## src/rtl/adder_ripple_4bit_core_if.sv

```systemverilog
// Operand/result bundle for the 4-bit ripple-carry adder.
interface adder_ripple_4bit_core_if;
    localparam int unsigned WIDTH = 4;

    logic [WIDTH-1:0] a;
    logic [WIDTH-1:0] b;
    logic             cin;
    logic [WIDTH-1:0] sum;
    logic             cout;
    logic             ovf;
    logic             zero;

    // Operand source drives a/b/cin and observes the result
    modport master (
        output a, b, cin,
        input  sum, cout, ovf, zero
    );

    // Adder consumes operands and drives the result
    modport slave (
        input  a, b, cin,
        output sum, cout, ovf, zero
    );
endinterface

```

## src/rtl/adder_ripple_4bit_core.sv

```systemverilog
// 4-bit ripple-carry adder (SAP ALU add path) with optional output register.
module adder_ripple_4bit_core #(
    parameter bit REG_OUT = 1'b1
) (
    input logic                      clk,
    input logic                      rst,
    adder_ripple_4bit_core_if.slave  bus
);
    localparam int unsigned WIDTH = 4;

    logic [WIDTH:0]   carry_c;
    logic [WIDTH-1:0] sum_c;
    logic             cout_c;
    logic             ovf_c;
    logic             zero_c;

    // Chain of full-adder stages; carry moves strictly from bit 0 upward
    always_comb begin
        carry_c    = '0;
        sum_c      = '0;
        carry_c[0] = bus.cin;
        for (int i = 0; i < WIDTH; i++) begin
            sum_c[i]     = bus.a[i] ^ bus.b[i] ^ carry_c[i];
            carry_c[i+1] = (bus.a[i] & bus.b[i]) | (carry_c[i] & (bus.a[i] ^ bus.b[i]));
        end
    end

    // Flags: unsigned carry-out, signed overflow (carry into MSB vs out of MSB), zero sum
    always_comb begin
        cout_c = carry_c[WIDTH];
        ovf_c  = carry_c[WIDTH-1] ^ carry_c[WIDTH];
        zero_c = (sum_c == WIDTH'(0));
    end

    generate
        if (REG_OUT) begin : g_reg
            // One-cycle result register; reset clears any pending result
            always_ff @(posedge clk) begin
                if (rst) begin
                    bus.sum  <= '0;
                    bus.cout <= 1'b0;
                    bus.ovf  <= 1'b0;
                    bus.zero <= 1'b1;
                end else begin
                    bus.sum  <= sum_c;
                    bus.cout <= cout_c;
                    bus.ovf  <= ovf_c;
                    bus.zero <= zero_c;
                end
            end
        end else begin : g_comb
            // Pass-through: outputs track operands, clk/rst play no part
            assign bus.sum  = sum_c;
            assign bus.cout = cout_c;
            assign bus.ovf  = ovf_c;
            assign bus.zero = zero_c;
        end
    endgenerate
endmodule

```

## src/flat_wrapper.sv

```systemverilog
// flat-port wrapper written by rule: the top's interface ports become plain ports
module adder_ripple_4bit_core_flat 
#(
    parameter bit REG_OUT = 1'b1
)
  (clk, rst, bus_a, bus_b, bus_cin, bus_sum, bus_cout, bus_ovf, bus_zero);
  adder_ripple_4bit_core_if bus_i ();
  input logic clk;
  input logic rst;
  input wire logic [$bits(bus_i.a)-1:0] bus_a;
  input wire logic [$bits(bus_i.b)-1:0] bus_b;
  input wire logic [$bits(bus_i.cin)-1:0] bus_cin;
  output wire logic [$bits(bus_i.sum)-1:0] bus_sum;
  output wire logic [$bits(bus_i.cout)-1:0] bus_cout;
  output wire logic [$bits(bus_i.ovf)-1:0] bus_ovf;
  output wire logic [$bits(bus_i.zero)-1:0] bus_zero;
  assign bus_i.a = bus_a;
  assign bus_i.b = bus_b;
  assign bus_i.cin = bus_cin;
  assign bus_sum = bus_i.sum;
  assign bus_cout = bus_i.cout;
  assign bus_ovf = bus_i.ovf;
  assign bus_zero = bus_i.zero;
  adder_ripple_4bit_core #(.REG_OUT(REG_OUT)) u_core (.clk(clk), .rst(rst), .bus(bus_i));
endmodule
```

## config.mk

```make
export PLATFORM = sky130hd
export DESIGN_NAME = adder_ripple_4bit_core_flat
export DESIGN_NICKNAME = d
export VERILOG_FILES = /design/src/rtl/adder_ripple_4bit_core_if.sv /design/src/rtl/adder_ripple_4bit_core.sv /design/src/flat_wrapper.sv
export SDC_FILE = /design/constraint.sdc
export NUM_CORES = 1
export LEC_CHECK = 0
export CORE_AREA = 2 2 39 41
export CTS_CLUSTER_SIZE = 25
export DETAILED_ROUTE_END_ITERATION = 10
export DIE_AREA = 0 0 41 43
export GPL_TIMING_DRIVEN = 0
export MAX_ROUTING_LAYER = met4
export PLACE_DENSITY = 0.58
export SETUP_SLACK_MARGIN = 0.3
export SLEW_MARGIN = 20
export SYNTH_ARGS = -nofsm -noshare
export SYNTH_HDL_FRONTEND = slang
export SYNTH_SLANG_ARGS = --single-unit
```

## constraint.sdc

```tcl
create_clock -name clk -period 3 [get_ports clk]
set_clock_uncertainty 0.05 [all_clocks]
set_input_delay 0.9 -clock clk [delete_from_list [all_inputs] [get_ports clk]]
set_output_delay 0.9 -clock clk [all_outputs]
set_load 0.02 [all_outputs]
```

# After elaboration in Yosys (flattened, before gate mapping)
# Index checks and enable logic that the tools add are counted.
[word_totals] regBits=7 in_bits=11 output_inout_bits=7 wordCells=26
[classes] n_bitwise=21 reduce_logical=1
[op_table] cell="$xor 1x1->1" count=9
[op_table] cell="$and 1x1->1" count=8
[op_table] cell="$logic_not 4->1" count=1
[op_table] cell="$or 1x1->1" count=4

# Logic depth before layout (Yosys ltp)
# Gate-level depths: netlist (run 1).
[depth] word_depth=10 mapped_depth=7 depth_no_buf=7

# Worst setup path before layout (run 1)
# No wires, ideal clock.
[synth_timing] path_kind="input to register" startpoint="input port bus_cin" endpoint="register u_core.bus.zero" setup_ps=120 arrival_time_ps=2910 setup_slack_ps=-80 stages=7 n_path_buf=0 path_cell_list="fa_1 -> fa_1 -> fa_1 -> inv_1 -> fa_1 -> nor4b_1 -> or2_1"
[synth_via] elab_chain_len=8 word_cells_on_any_way=11 cone_classes="bitwise: 10; reduce/logical: 1"
[synth_rtl] item="start: declaration" line="flat_wrapper.sv:12" source="input wire logic [$bits(bus_i.cin)-1:0] bus_cin;"
[synth_rtl] item="$and 1x1->1" line="adder_ripple_4bit_core.sv:24" source="carry_c[i+1] = (bus.a[i] & bus.b[i]) | (carry_c[i] & (bus.a[i] ^ bus.b[i]));"
[synth_rtl] item="$or 1x1->1" line="adder_ripple_4bit_core.sv:24"
[synth_rtl] item="$and 1x1->1" line="adder_ripple_4bit_core.sv:24"
[synth_rtl] item="$or 1x1->1" line="adder_ripple_4bit_core.sv:24"
[synth_rtl] item="$and 1x1->1" line="adder_ripple_4bit_core.sv:24"
[synth_rtl] item="$or 1x1->1" line="adder_ripple_4bit_core.sv:24"
[synth_rtl] item="$xor 1x1->1" line="adder_ripple_4bit_core.sv:23" source="sum_c[i] = bus.a[i] ^ bus.b[i] ^ carry_c[i];"
[synth_rtl] item="$logic_not 4->1 (*)" line="adder_ripple_4bit_core.sv:32" source="zero_c = (sum_c == WIDTH'(0));"
[synth_rtl] item="end signal: assignment" line="adder_ripple_4bit_core.sv:48" source="bus.zero <= zero_c;"
[synth_rtl] item="end: declaration" line="adder_ripple_4bit_core_if.sv:22" source="output sum, cout, ovf, zero"
# Mark *: on every way between the ends. The rest lies on a longest branch, timed or not.
# A chain may end at the register's enable or synchronous reset.

# Worst setup path after layout (run 1)
[layout_timing] startpoint="input port bus_a[0]" endpoint="register u_core.bus.zero"
[layout_via] elab_chain_len=9 word_cells_on_any_way=13 cone_classes="bitwise: 12; reduce/logical: 1"
[layout_rtl] item="start: declaration" line="flat_wrapper.sv:10" source="input wire logic [$bits(bus_i.a)-1:0] bus_a;"
[layout_rtl] item="$xor 1x1->1" line="adder_ripple_4bit_core.sv:23, adder_ripple_4bit_core.sv:24"
[layout_rtl] item="$and 1x1->1" line="adder_ripple_4bit_core.sv:24"
[layout_rtl] item="$or 1x1->1" line="adder_ripple_4bit_core.sv:24"
[layout_rtl] item="$and 1x1->1" line="adder_ripple_4bit_core.sv:24"
[layout_rtl] item="$or 1x1->1" line="adder_ripple_4bit_core.sv:24"
[layout_rtl] item="$and 1x1->1" line="adder_ripple_4bit_core.sv:24"
[layout_rtl] item="$or 1x1->1" line="adder_ripple_4bit_core.sv:24"
[layout_rtl] item="$xor 1x1->1" line="adder_ripple_4bit_core.sv:23"
[layout_rtl] item="$logic_not 4->1 (*)" line="adder_ripple_4bit_core.sv:32"
# Marks and branches as above.

==> impl_metrics.csv, run 1 <==
group,metric,value,unit
timing,rsz_0062_raised_after_global_routing,"true",
yosys,syn-instance-count,23,
placed_design,buffer_ports.inserted,17,
die,floorplan.initialDensity,20.6,%
timing,relSlewSlack,85.4,%
global_routing,grt_pass1_vias,187,
die,dieArea,0.00176,mm^2
yosys,sequential_cell_area_fraction_in_the_yosys_report,49.1,%
finish,final-seq-area,140,um^2
yosys,synth.ff_latch_count,7,
min_path,hold_depth,3,
timing,setup_viol,0,
yosys,synthesized_area_fraction_occupied_by_adder_cells,28.1,%
flow_run,cap_violations,0,
drt,postRouteWirelength,416,um
timing,worstMarginPinSlew,218,ps
timing,slew_viol_final,0,
power,pwr_density_cell,516,mW/mm^2
clock_network,tritoncts_clock_tree,"done",
drt,vias,213,
placed_design,gp_congestion,0.660,
power,leakagePower,0.000210,uW
critical_path,setup.worst_path.class,"input pin to flop",
clock_network,cts.sink_count,7,
finish,area_of_combinational_cells_with_multiple_inputs,148,um^2
yosys,synth.lib_cells_used.distinct,8,
clock_network,clkTransAtPathRegs,50,ps
global_routing,grt_start_max_net_pins,8,
timing,final_hold_viol_count,0,
yosys,yosys_warnings,0,
global_routing,grt.total_usage,6.13,%
finish,fin_util,37.1,%
timing,timing.hold.ws,1040,ps
yosys,synth_top_family_by_area,"adder cells",
finish,antenna_cells_inserted,0,
finish,fraction_of_final_layout_cells_sized_beyond_drive_strength_1,26.7,%
global_routing,grt_first_pass_wirelength,648,um
power,total_power,265,uW
global_routing,gr-total-overflow,0,
clock_network,cts_hold_buf,0,
critical_path,timing.critical_path.arrival,2920,ps
drt,routed_wire_length_per_instance,6.82,um
die,floorplan.core_area,0.00138,mm^2
yosys,synth.area.mux_share,0,%
power,vdd.ir_drop.worst,142,uV
status,run_status,"finished clean",
yosys,synthXorXnorAreaFrac,3.07,%
critical_path,critPathRequiredTime,3080,ps
yosys,synth_fp_nets,38,
timing,fin_crit_sh,94.5,%
finish,syn2layout_area_growth,79.8,%
yosys,synth_area_in_compound_gates,0,%
drt,drt_iter0_drc,0,
min_path,hp-class,"input pin to flop",
critical_path,worstSetupEndpointType,"flop",
global_routing,grt_antenna_before_repair,0,
finish,final_nets,61,
drt,vias_per_cell,3.49,
timing,period_minus_slack,2830,ps
critical_path,worst_setup_path_start_kind,"input pin",
min_path,hold_path.startpoint,"bus_a[0]",
clock_network,max-clock-path-buffers,2,
clock_network,ctsRootBufferMaster,"sky130_fd_sc_hd__clkbuf_4",
clock_network,cts_htree_levels,1,
timing,max_freq,353,MHz
yosys,postSynthAreaPerCell,12.4,um^2
timing,tns,0,ps
drt,antenna_violating_nets_post_route,0,
drt,dr.pass1.iters,1,
die,die_h,43,um
finish,fillCellCount,150,
critical_path,worstSetupStartpoint,"bus_a[0]",
die,num_rows,14,
yosys,synth_area,285,um^2
die,die_w,41,um
critical_path,path_max_fanout,2,
yosys,share_of_synthesized_cell_area_in_and_or_nand_and_nor_gates,15.8,%
die,floorplan.io_pins,18,
clock_network,clock_buffers_created_by_tritoncts,3,
drt,drt_drc,0,
-- metal layers --
metal  up-vias  share of wire, %  track usage [%]
met4         0                 0             8.00
met5         -                 0                -
met3         0                11             2.09
met1        88                41             5.98
li1        111                 -                -
met2        14                48             7.81
-- critical path, cell delays in order --
cell	delay (ps)
sky130_fd_sc_hd__buf_6	90
sky130_fd_sc_hd__fa_2	380
sky130_fd_sc_hd__fa_2	350
sky130_fd_sc_hd__fa_2	350
sky130_fd_sc_hd__inv_2	60
sky130_fd_sc_hd__fa_1	420
sky130_fd_sc_hd__nor4b_2	170
sky130_fd_sc_hd__or2_1	200
-- area by class of cell --
class,instances,share of cell area (%)
tap,16,3.90
clock buffer,4,5.12
inverter,3,2.20
sequential,7,27.3
multi-input combinational,13,28.8
timing repair buffer,18,32.7
-- report_power, final --
part           internal [uW]  switching (uW)
combinational           44.6            33.8
clock                   50.5            30.2
sequential               104            2.10
total                    199            66.1
-- cells by family (layout without fill, tap and decap cells) --
group / Yosys count / in the layout
xor gates and xnor gates: 1 / 1
and+or+nand+nor: 8 / 8
adders and majority gates: 4 / 4
buffers and inverters: 3 / 25
DFF: 7 / 7
-- stage by stage --
stage / std cells / worst slack (ps) / cell area (um^2)
2_1_floorplan: 23 / 15.0 / 293
3_3_place_gp: 56 / -512 / 483
3_5_place_dp: 56 / -505 / 483
4_1_cts: 61 / 166 / 513
5_1_grt: 61 / 119 / 513
6_report: 61 / 165 / 513
-- worst paths after layout --
check	to	slack [ps]
setup / recovery	u_core.bus.zero	170
hold / removal	u_core.bus.sum[0]	1040
-- synthesized netlist by cell type, drive strengths merged --
cell type  instances  area share (%)
or2                1             2.2
fa                 4              28
nor2b              3             6.6
xor2               1             3.1
nor2               3             3.9
nor4b              1             3.1
dfxtp              7              49
inv                3             3.9
-- layout by cell type, fill, tap and decap left out --
cell / synthesis / final
sky130_fd_sc_hd__clkdlybuf4s50_1: 0 / 13
sky130_fd_sc_hd__dfxtp_1: 7 / 7
sky130_fd_sc_hd__nor2b_1: 3 / 3
sky130_fd_sc_hd__nor2_1: 3 / 3
sky130_fd_sc_hd__fa_2: 0 / 3
sky130_fd_sc_hd__clkbuf_4: 0 / 3
sky130_fd_sc_hd__inv_1: 3 / 2
sky130_fd_sc_hd__buf_2: 0 / 2
sky130_fd_sc_hd__inv_2: 0 / 1
sky130_fd_sc_hd__nor4b_2: 0 / 1
sky130_fd_sc_hd__or2_1: 1 / 1
sky130_fd_sc_hd__xor2_1: 1 / 1
sky130_fd_sc_hd__fa_1: 4 / 1
sky130_fd_sc_hd__clkbuf_1: 0 / 1
sky130_fd_sc_hd__buf_6: 0 / 1
sky130_fd_sc_hd__dlygate4sd2_1: 0 / 1
sky130_fd_sc_hd__buf_4: 0 / 1
-- repair_timing --
action	CTS	global route
pin swaps	4	1
setup endpoints to repair	4	1
resized for setup	15	0
buffers inserted	1	0
-- state kept, by name (all words and copies together), names as in the netlist --
register	cells
u_core.bus.zero	1
u_core.bus.ovf	1
u_core.bus.cout	1
u_core.bus.sum	4
No activity file was read; power rests on OpenSTA's default activity.
==> inputs of run 2 (changes only) <==
Settings changed: HOLD_SLACK_MARGIN set to 0.05.
==> results of run 2 <==
Same layout as run 1: the final DEF is identical, and so are final timing and power.
